<file path="src/rtl/sensor_input_conditioner.sv">
// ---------------------------------------------------------------------------
// sensor_input_conditioner
//
// Front end for the irrigation controller. It takes six raw field-sensor
// switches, synchronises each one and debounces it, and presents glitch-free
// levels to the downstream logic. It also flags inconsistent water-level
// combinations and strobes when any debounced level changes.
//
// Parameters
//   DEBOUNCE_CYCLES : number of consecutive disagreeing cycles before a
//                     stable level flips (1..65535)
//   CNT_W           : debounce counter width, 2**CNT_W > DEBOUNCE_CYCLES
//
// Ports
//   i_clock                  system clock, rising edge
//   i_reset                  synchronous, active-high reset
//   i_raw_*_water_level      asynchronous float switches (1 = water present)
//   i_raw_earth_humidity     asynchronous sensor contact, active high
//   i_raw_air_humidity       asynchronous sensor contact, active high
//   i_raw_low_temperature    asynchronous sensor contact, active high
//   i_clear_fault            single-cycle request to clear a latched fault
//   o_*                      debounced stable levels
//   o_sensors_changed        one-cycle strobe when any stable level changed
//   o_water_fault            water-level inconsistency flag
//
// Build option
//   SENSOR_FAULT_LATCH_EN : when defined, o_water_fault is sticky and is
//                           cleared by i_clear_fault once the conflict is gone.
//                           When undefined, o_water_fault follows the conflict
//                           one cycle late and i_clear_fault is ignored.
// ---------------------------------------------------------------------------
module sensor_input_conditioner #(
    parameter int unsigned DEBOUNCE_CYCLES = 1000,
    parameter int unsigned CNT_W           = 16
) (
    input  logic i_clock,
    input  logic i_reset,
    input  logic i_raw_low_water_level,
    input  logic i_raw_mid_water_level,
    input  logic i_raw_high_water_level,
    input  logic i_raw_earth_humidity,
    input  logic i_raw_air_humidity,
    input  logic i_raw_low_temperature,
    input  logic i_clear_fault,
    output logic o_low_water_level,
    output logic o_mid_water_level,
    output logic o_high_water_level,
    output logic o_earth_humidity,
    output logic o_air_humidity,
    output logic o_low_temperature,
    output logic o_sensors_changed,
    output logic o_water_fault
);

    localparam int unsigned N_CH     = 6;
    localparam int unsigned CH_LOW   = 0;
    localparam int unsigned CH_MID   = 1;
    localparam int unsigned CH_HIGH  = 2;
    localparam int unsigned CH_EARTH = 3;
    localparam int unsigned CH_AIR   = 4;
    localparam int unsigned CH_TEMP  = 5;

    // Terminal count: the mismatch that reaches this value commits the flip.
    localparam logic [CNT_W-1:0] LAST_CNT = CNT_W'(DEBOUNCE_CYCLES - 1);

    logic [N_CH-1:0] w_raw;
    logic [N_CH-1:0] r_s1;
    logic [N_CH-1:0] r_s2;
    logic [N_CH-1:0] r_stable;
    logic [N_CH-1:0] w_flip;
    logic            w_conflict;
    logic            r_changed;
    logic            r_fault;

    assign w_raw[CH_LOW]   = i_raw_low_water_level;
    assign w_raw[CH_MID]   = i_raw_mid_water_level;
    assign w_raw[CH_HIGH]  = i_raw_high_water_level;
    assign w_raw[CH_EARTH] = i_raw_earth_humidity;
    assign w_raw[CH_AIR]   = i_raw_air_humidity;
    assign w_raw[CH_TEMP]  = i_raw_low_temperature;

    // Two-flop synchroniser for all asynchronous inputs.
    always_ff @(posedge i_clock) begin
        if (i_reset) begin
            r_s1 <= '0;
            r_s2 <= '0;
        end else begin
            r_s1 <= w_raw;
            r_s2 <= r_s1;
        end
    end

    // Per-channel debounce counter; any agreement restarts the count.
    genvar g;
    generate
        for (g = 0; g < N_CH; g++) begin : g_ch
            logic [CNT_W-1:0] r_cnt;

            assign w_flip[g] = (r_s2[g] != r_stable[g]) && (r_cnt == LAST_CNT);

            always_ff @(posedge i_clock) begin
                if (i_reset) begin
                    r_cnt <= '0;
                end else if ((r_s2[g] == r_stable[g]) || (r_cnt == LAST_CNT)) begin
                    r_cnt <= '0;
                end else begin
                    r_cnt <= r_cnt + CNT_W'(1);
                end
            end
        end
    endgenerate

    // Stable levels and change strobe; the strobe lands on the same edge as the flip.
    always_ff @(posedge i_clock) begin
        if (i_reset) begin
            r_stable  <= '0;
            r_changed <= 1'b0;
        end else begin
            r_stable  <= r_stable ^ w_flip;
            r_changed <= |w_flip;
        end
    end

    // A higher float cannot be wet while a lower one is dry.
    assign w_conflict = (r_stable[CH_HIGH] & ~r_stable[CH_MID]) |
                        (r_stable[CH_MID]  & ~r_stable[CH_LOW]);

`ifdef SENSOR_FAULT_LATCH_EN
    // Sticky fault: a live conflict wins over a clear request.
    always_ff @(posedge i_clock) begin
        if (i_reset) begin
            r_fault <= 1'b0;
        end else if (w_conflict) begin
            r_fault <= 1'b1;
        end else if (i_clear_fault) begin
            r_fault <= 1'b0;
        end
    end
`else
    logic w_unused_clear_fault;
    assign w_unused_clear_fault = i_clear_fault;

    // Fault follows the conflict with one cycle of lag.
    always_ff @(posedge i_clock) begin
        if (i_reset) begin
            r_fault <= 1'b0;
        end else begin
            r_fault <= w_conflict;
        end
    end
`endif

    assign o_low_water_level  = r_stable[CH_LOW];
    assign o_mid_water_level  = r_stable[CH_MID];
    assign o_high_water_level = r_stable[CH_HIGH];
    assign o_earth_humidity   = r_stable[CH_EARTH];
    assign o_air_humidity     = r_stable[CH_AIR];
    assign o_low_temperature  = r_stable[CH_TEMP];
    assign o_sensors_changed  = r_changed;
    assign o_water_fault      = r_fault;

endmodule

</file>
<file path="config.mk">
export PLATFORM = sky130hd
export DESIGN_NAME = sensor_input_conditioner
export DESIGN_NICKNAME = d
export VERILOG_FILES = /design/src/rtl/sensor_input_conditioner.sv
export SDC_FILE = /design/constraint.sdc
export NUM_CORES = 1
export LEC_CHECK = 0
export BUFFER_PORTS_ARGS = -buffer_cell sky130_fd_sc_hd__buf_2
export CAP_MARGIN = 20
export CORE_MARGIN = 2
export CORE_UTILIZATION = 45
export CTS_CLUSTER_SIZE = 10
export DETAILED_ROUTE_END_ITERATION = 10
export HOLD_SLACK_MARGIN = 0.02
export SLEW_MARGIN = 20
export SYNTH_ARGS = -nofsm -noshare
export SYNTH_HDL_FRONTEND = slang
export SYNTH_SLANG_ARGS = --single-unit
</file>
<file path="constraint.sdc">
create_clock -name i_clock -period 4.1 [get_ports i_clock]
set_clock_uncertainty 0.1 [all_clocks]
set_input_delay 0.615 -clock i_clock [delete_from_list [all_inputs] [get_ports i_clock]]
set_output_delay 0.615 -clock i_clock [all_outputs]
set_load 0.02 [all_outputs]
</file>
## Word-level counts from Yosys, hierarchy flattened

Index checks and enable logic that the tools add are counted.

| cells by class | value |
|---|---|
| $add $sub $neg | 6 |
| multiply operators | 0 |
| divide/modulo/power cells | 0 |
| order comparisons | 0 |
| equality and inequality tests | 18 |
| shift-type cells | 0 |
| multiplexer cells | 0 |
| bitwise gates (word level) | 6 |
| reductions and logical operators | 19 |

Operator list:

| cell | count |
|---|---|
| 16-bit by 1-bit adder with 16-bit output (second input constant) | 6 |
| 16-bit by 10-bit == test with 1-bit output (second input constant) | 6 |
| 2-bit OR reduction | 6 |
| 1-bit == test | 6 |
| 1-bit logical AND | 6 |
| 1-bit logical OR | 6 |
| 1-bit != test | 6 |
| 6-bit OR reduction | 1 |
| 6-bit XOR | 1 |
| 1-bit AND | 2 |
| 1-bit inverter | 2 |
| 1-bit bitwise OR | 1 |

| word-level totals | value |
|---|---|
| register bits | 116 |
| latch bits | 0 |
| bits in writable memories | 0 |
| bits in read-only memories | 0 |
| input port bits | 9 |
| output and inout bits | 8 |
| word-level logic and storage cells | 60 |
| memories | 0 |

## Logic depth before layout (Yosys ltp)

| logic depth | value |
|---|---|
| word-level depth | 3 |
| gate-level depth with buffers | 7 |
| mapped depth without buffers | 5 |

## Worst setup path before layout

OpenSTA, ideal clock, no wires.

| timing | value |
|---|---|
| kind | reg2reg |
| start point | reg g_ch[1].r_cnt[13] |
| end point | reg g_ch[1].r_cnt[10] |
| setup time | 0.115 ns |
| arrival | 1.776 ns |
| data required time | 3.885 ns |
| path slack | 2.109 ns |
| cell stages (with the launch flop) | 6 |
| buffers on the path | 1 |
| clock period less this slack | 1.991 ns |
| path through | dfxtp_1 -> or4b_4 -> or4b_4 -> o21ai_4 -> buf_6 -> nor2_1 |

| between the ends | value |
|---|---|
| longest elaborated chain between the ends | 3 |

Ends and longest elaborated chain:

| what | line | RTL |
|---|---|---|
| start: declaration | 97 | `logic [CNT_W-1:0] r_cnt;` |
| start signal: assignment | 107 | `r_cnt <= r_cnt + CNT_W'(1);` |
| 16-bit by 10-bit == test with 1-bit output | 104 | `end else if ((r_s2[g] == r_stable[g]) \|\| (r_cnt == LAST_CNT)) begin` |
| 1-bit logical OR | 104 |  |
| 2-bit OR reduction (no source line) | n/a |  |

No other way between the ends.
A chain may end at the register's enable or synchronous reset.

## Worst setup path in the final report

| timing | value |
|---|---|
| start point | reg g_ch[4].r_cnt[0] |
| end point | reg g_ch[4].r_cnt[14] |

| between the ends | value |
|---|---|
| longest elaborated chain between the ends | 3 |
| elaborated cells on any way between the ends | 4 |
| those cells by class | 1 x add/sub; 1 x eq/ne; 2 x reduce/logical |

Ends and longest elaborated chain:

| what | line |
|---|---|
| start: declaration | 97 |
| start signal: assignment | 107 |
| branches (longest 3 deep; another with 16-bit by 1-bit adder with 16-bit output) | n/a |

Several ways; the timed one is not identified.

==> impl_metrics.yaml <==
timing:
  hold_violations: 0
  setup_violations: 0
  setup_tns_ns: 0
  max_slew_margin_pct: 64.2
  worst_slew_pin_slew_ns: 0.537
  drv_slew: 0
  rsz0062_at_grt: "no"
  period_needed_ns: 2.20
  clock.fmax_mhz: 455
  hold_ws_ns: 0.216
  fin_crit_sh_pct: 53.6
clock_network:
  clk_latency_ns: 0.50
  cts_tree: "yes"
  htreeDepth: 4
  cts.sinks: 116
  cts_root_buf: "clkbuf_8"
  numCtsBuffers: 17
  post_cts_buffers: 0
  clockBufferDepth: 2
  cts-resized-gates: 0
  clkSlewWorstSetupHoldPaths_ns: 0.05
  hold_buffers: 0
power_and_ir_drop:
  powerDensity_nw_per_um2: 439
  peakVddDrop_v: 0.000286
  power.leakage_nw: 1.73
yosys:
  async_flop_share_pct: 0
  synth_flop_cell: "dfxtp_1"
  netlist_area_sq_um: 4900
  synth.avg_cell_area_sq_um: 9.01
  synth_fp_nets: 559
  yosys_register_bits: 116
  synth_edf_count: 0
  ys_seq_area_share_pct: 47.4
  ys.warnings.count: 0
  ys_types: 39
  syn_inst: 544
route:
  via_per_inst: 5.13
  drc: 0
  wl_per_cell_microns: 12.1
  drt-pass1-iter-count: 4
  wl_mm: 8.66
  antenna_left: 0
  first_iter_violations: 129
  vias: 3666
final_layout:
  finalNetCount: 580
  diodes: 0
  drive_gt1_share_pct: 9.39
  syn2layout_area_growth_pct: 14.2
  fin_util_pct: 52.1
global_routing:
  overflow: 0
  grt_max_degree: 27
  grt_pass1_vias: 3385
  grt_pass1_wl_mm: 15.0
  grt_antenna_before_repair: 0
  grt_usage_pct: 16.3
setup_path:
  crit_arrival_ns: 2.46
  crit_fanout: 16
  crit_required_ns: 4.37
  slowest_stage: "or3b_1"
  crit_path_start_kind: "flip-flop"
  end_kind: "flip-flop"
  critPathKind: "reg2reg"
  worstPathCellList: "ha_1 > nand4_1 > nor4_2 > or3b_1 > nor2_1"
  slowest_delay_ns: 0.52
floorplanning:
  core_sq_um: 10700
  die_area_sq_um: 11700
  die_h_microns: 108
  placementRows: 38
  start_util_pct: 45.6
  die_x_microns: 108
  boundaryPins: 17
placement:
  dpl.hpwl_mm: 5.82
  gp_congestion: 0.772
  portBuffers: 15
outcome:
  status: "complete, no violations"
run:
  max_cap_viol_count: 0
worst_hold_path:
  hold_class: "in2reg"
[critical path: cells and delay by family (launching register included)]
kind          cells  cell delay, ns
simple gates      4            1.39
flops             1            0.35
fa+ha+maj         1            0.23
[cells in the mapped netlist, types with 4 or more instances]
| master | n | area (sq um) |
|---|---|---|
| nor4_2 | 4 | 50.1 |
| dfxtp_1 | 116 | 2320 |
| o21ai_0 | 10 | 50.1 |
| or3_1 | 11 | 68.8 |
| buf_2 | 4 | 20.0 |
| mux2i_1 | 6 | 60.1 |
| or4_1 | 13 | 97.6 |
| nor3_1 | 19 | 95.1 |
| xor2_1 | 18 | 158 |
| a21oi_1 | 11 | 55.1 |
| nor2b_1 | 12 | 75.1 |
| nor4_1 | 19 | 119 |
| xnor2_1 | 62 | 543 |
| inv_1 | 22 | 82.6 |
| nand2_1 | 23 | 86.3 |
| nor2_1 | 106 | 398 |
| nand4_1 | 20 | 125 |
| nand3_1 | 30 | 150 |
| ha_1 | 6 | 75.1 |
[sequential cells by signal, indices dropped and copies added (netlist names), named ones only]
name               flops
r_s2                   6
r_s1                   6
o_water_fault          1
g_ch.r_cnt            96
o_sensors_changed      1
[power by group]
group          switching, mW  internal [mW]  total (mW)
Clock                  0.460          0.833        1.29
Sequential           0.00344           1.14        1.14
Combinational         0.0150        0.00903      0.0240
Total                  0.479           1.98        2.46
[cell usage in the layout, fill, tap and decap left out, types with 3 or more instances in the layout]
cell       netlist  final
a21oi_1         11     11
and3_1           3      3
buf_2            4     15
clkbuf_1         2      3
clkbuf_16        0     16
clkbuf_8         0      4
clkinv_2         0      5
dfxtp_1        116    116
ha_1             6      6
inv_1           22     22
mux2i_1          6      6
nand2_1         23     23
nand3_1         30     30
nand4_1         20     20
nor2_1         106    106
nor2b_1         12     12
nor3_1          19     19
nor4_1          19     19
nor4_2           4      4
o21ai_0         10     10
or3_1           11     11
or4_1           13     13
xnor2_1         62     62
xor2_1          18     18
[layer usage]
metal  up-vias  GRT usage (%)  wire length [microns]
met3         6           6.51                    310
met4         0           5.22                     76
met2        41           27.8                   4110
li1       1909              -                      -
met5         -              0                      0
met1      1710           18.9                   4160
[cells by family (layout without fill, tap and decap cells)]
family	Yosys count	after routing	synth area share, %
AO/OA/AOI/OAI	26	26	3.14
flip-flops	116	116	47.4
AND/OR/NAND/NOR	275	275	29.2
XOR/XNOR	80	80	14.3
adder cells (fa/ha/maj)	6	6	1.53
multiplexers	6	6	1.23
buffers and inverters	35	66	3.24
[cell type report]
class                           count  area [sq um]
Clock buffer                       23           467
Clock inverter                      6          55.1
Fill cell                        1034          5150
Inverter                           22          82.6
Multi-Input combinational cell    393          2420
Sequential cell                   116          2320
Tap cell                          140           175
Timing Repair Buffer               15          75.1
[per-stage QoR]
| step | worst slack [ns] | cells | area, sq um | total power, mW |
|---|---|---|---|---|
| detailed placement | 1.87 | 686 | 5070 | 1.19 |
| finish | 1.90 | 715 | 5600 | 2.46 |
| global route | 1.67 | 715 | 5600 | 2.56 |
| floorplan | 2.11 | 544 | 4900 | 1.18 |
| CTS | 1.86 | 715 | 5600 | 2.50 |
| global placement | 1.95 | 686 | 5070 | 1.19 |
[final timing paths]
check	start	end	slack, ns	cells past startpoint
worst max register to register	g_ch[4].r_cnt[0]	g_ch[4].r_cnt[14]	1.90	5
worst min register to register	r_s1[5]	r_s2[5]	0.34	1
worst min-delay path	i_raw_high_water_level	r_s1[2]	0.22	2
worst max-delay path	g_ch[4].r_cnt[0]	g_ch[4].r_cnt[14]	1.90	5
No activity file was read; power rests on OpenSTA's default activity.
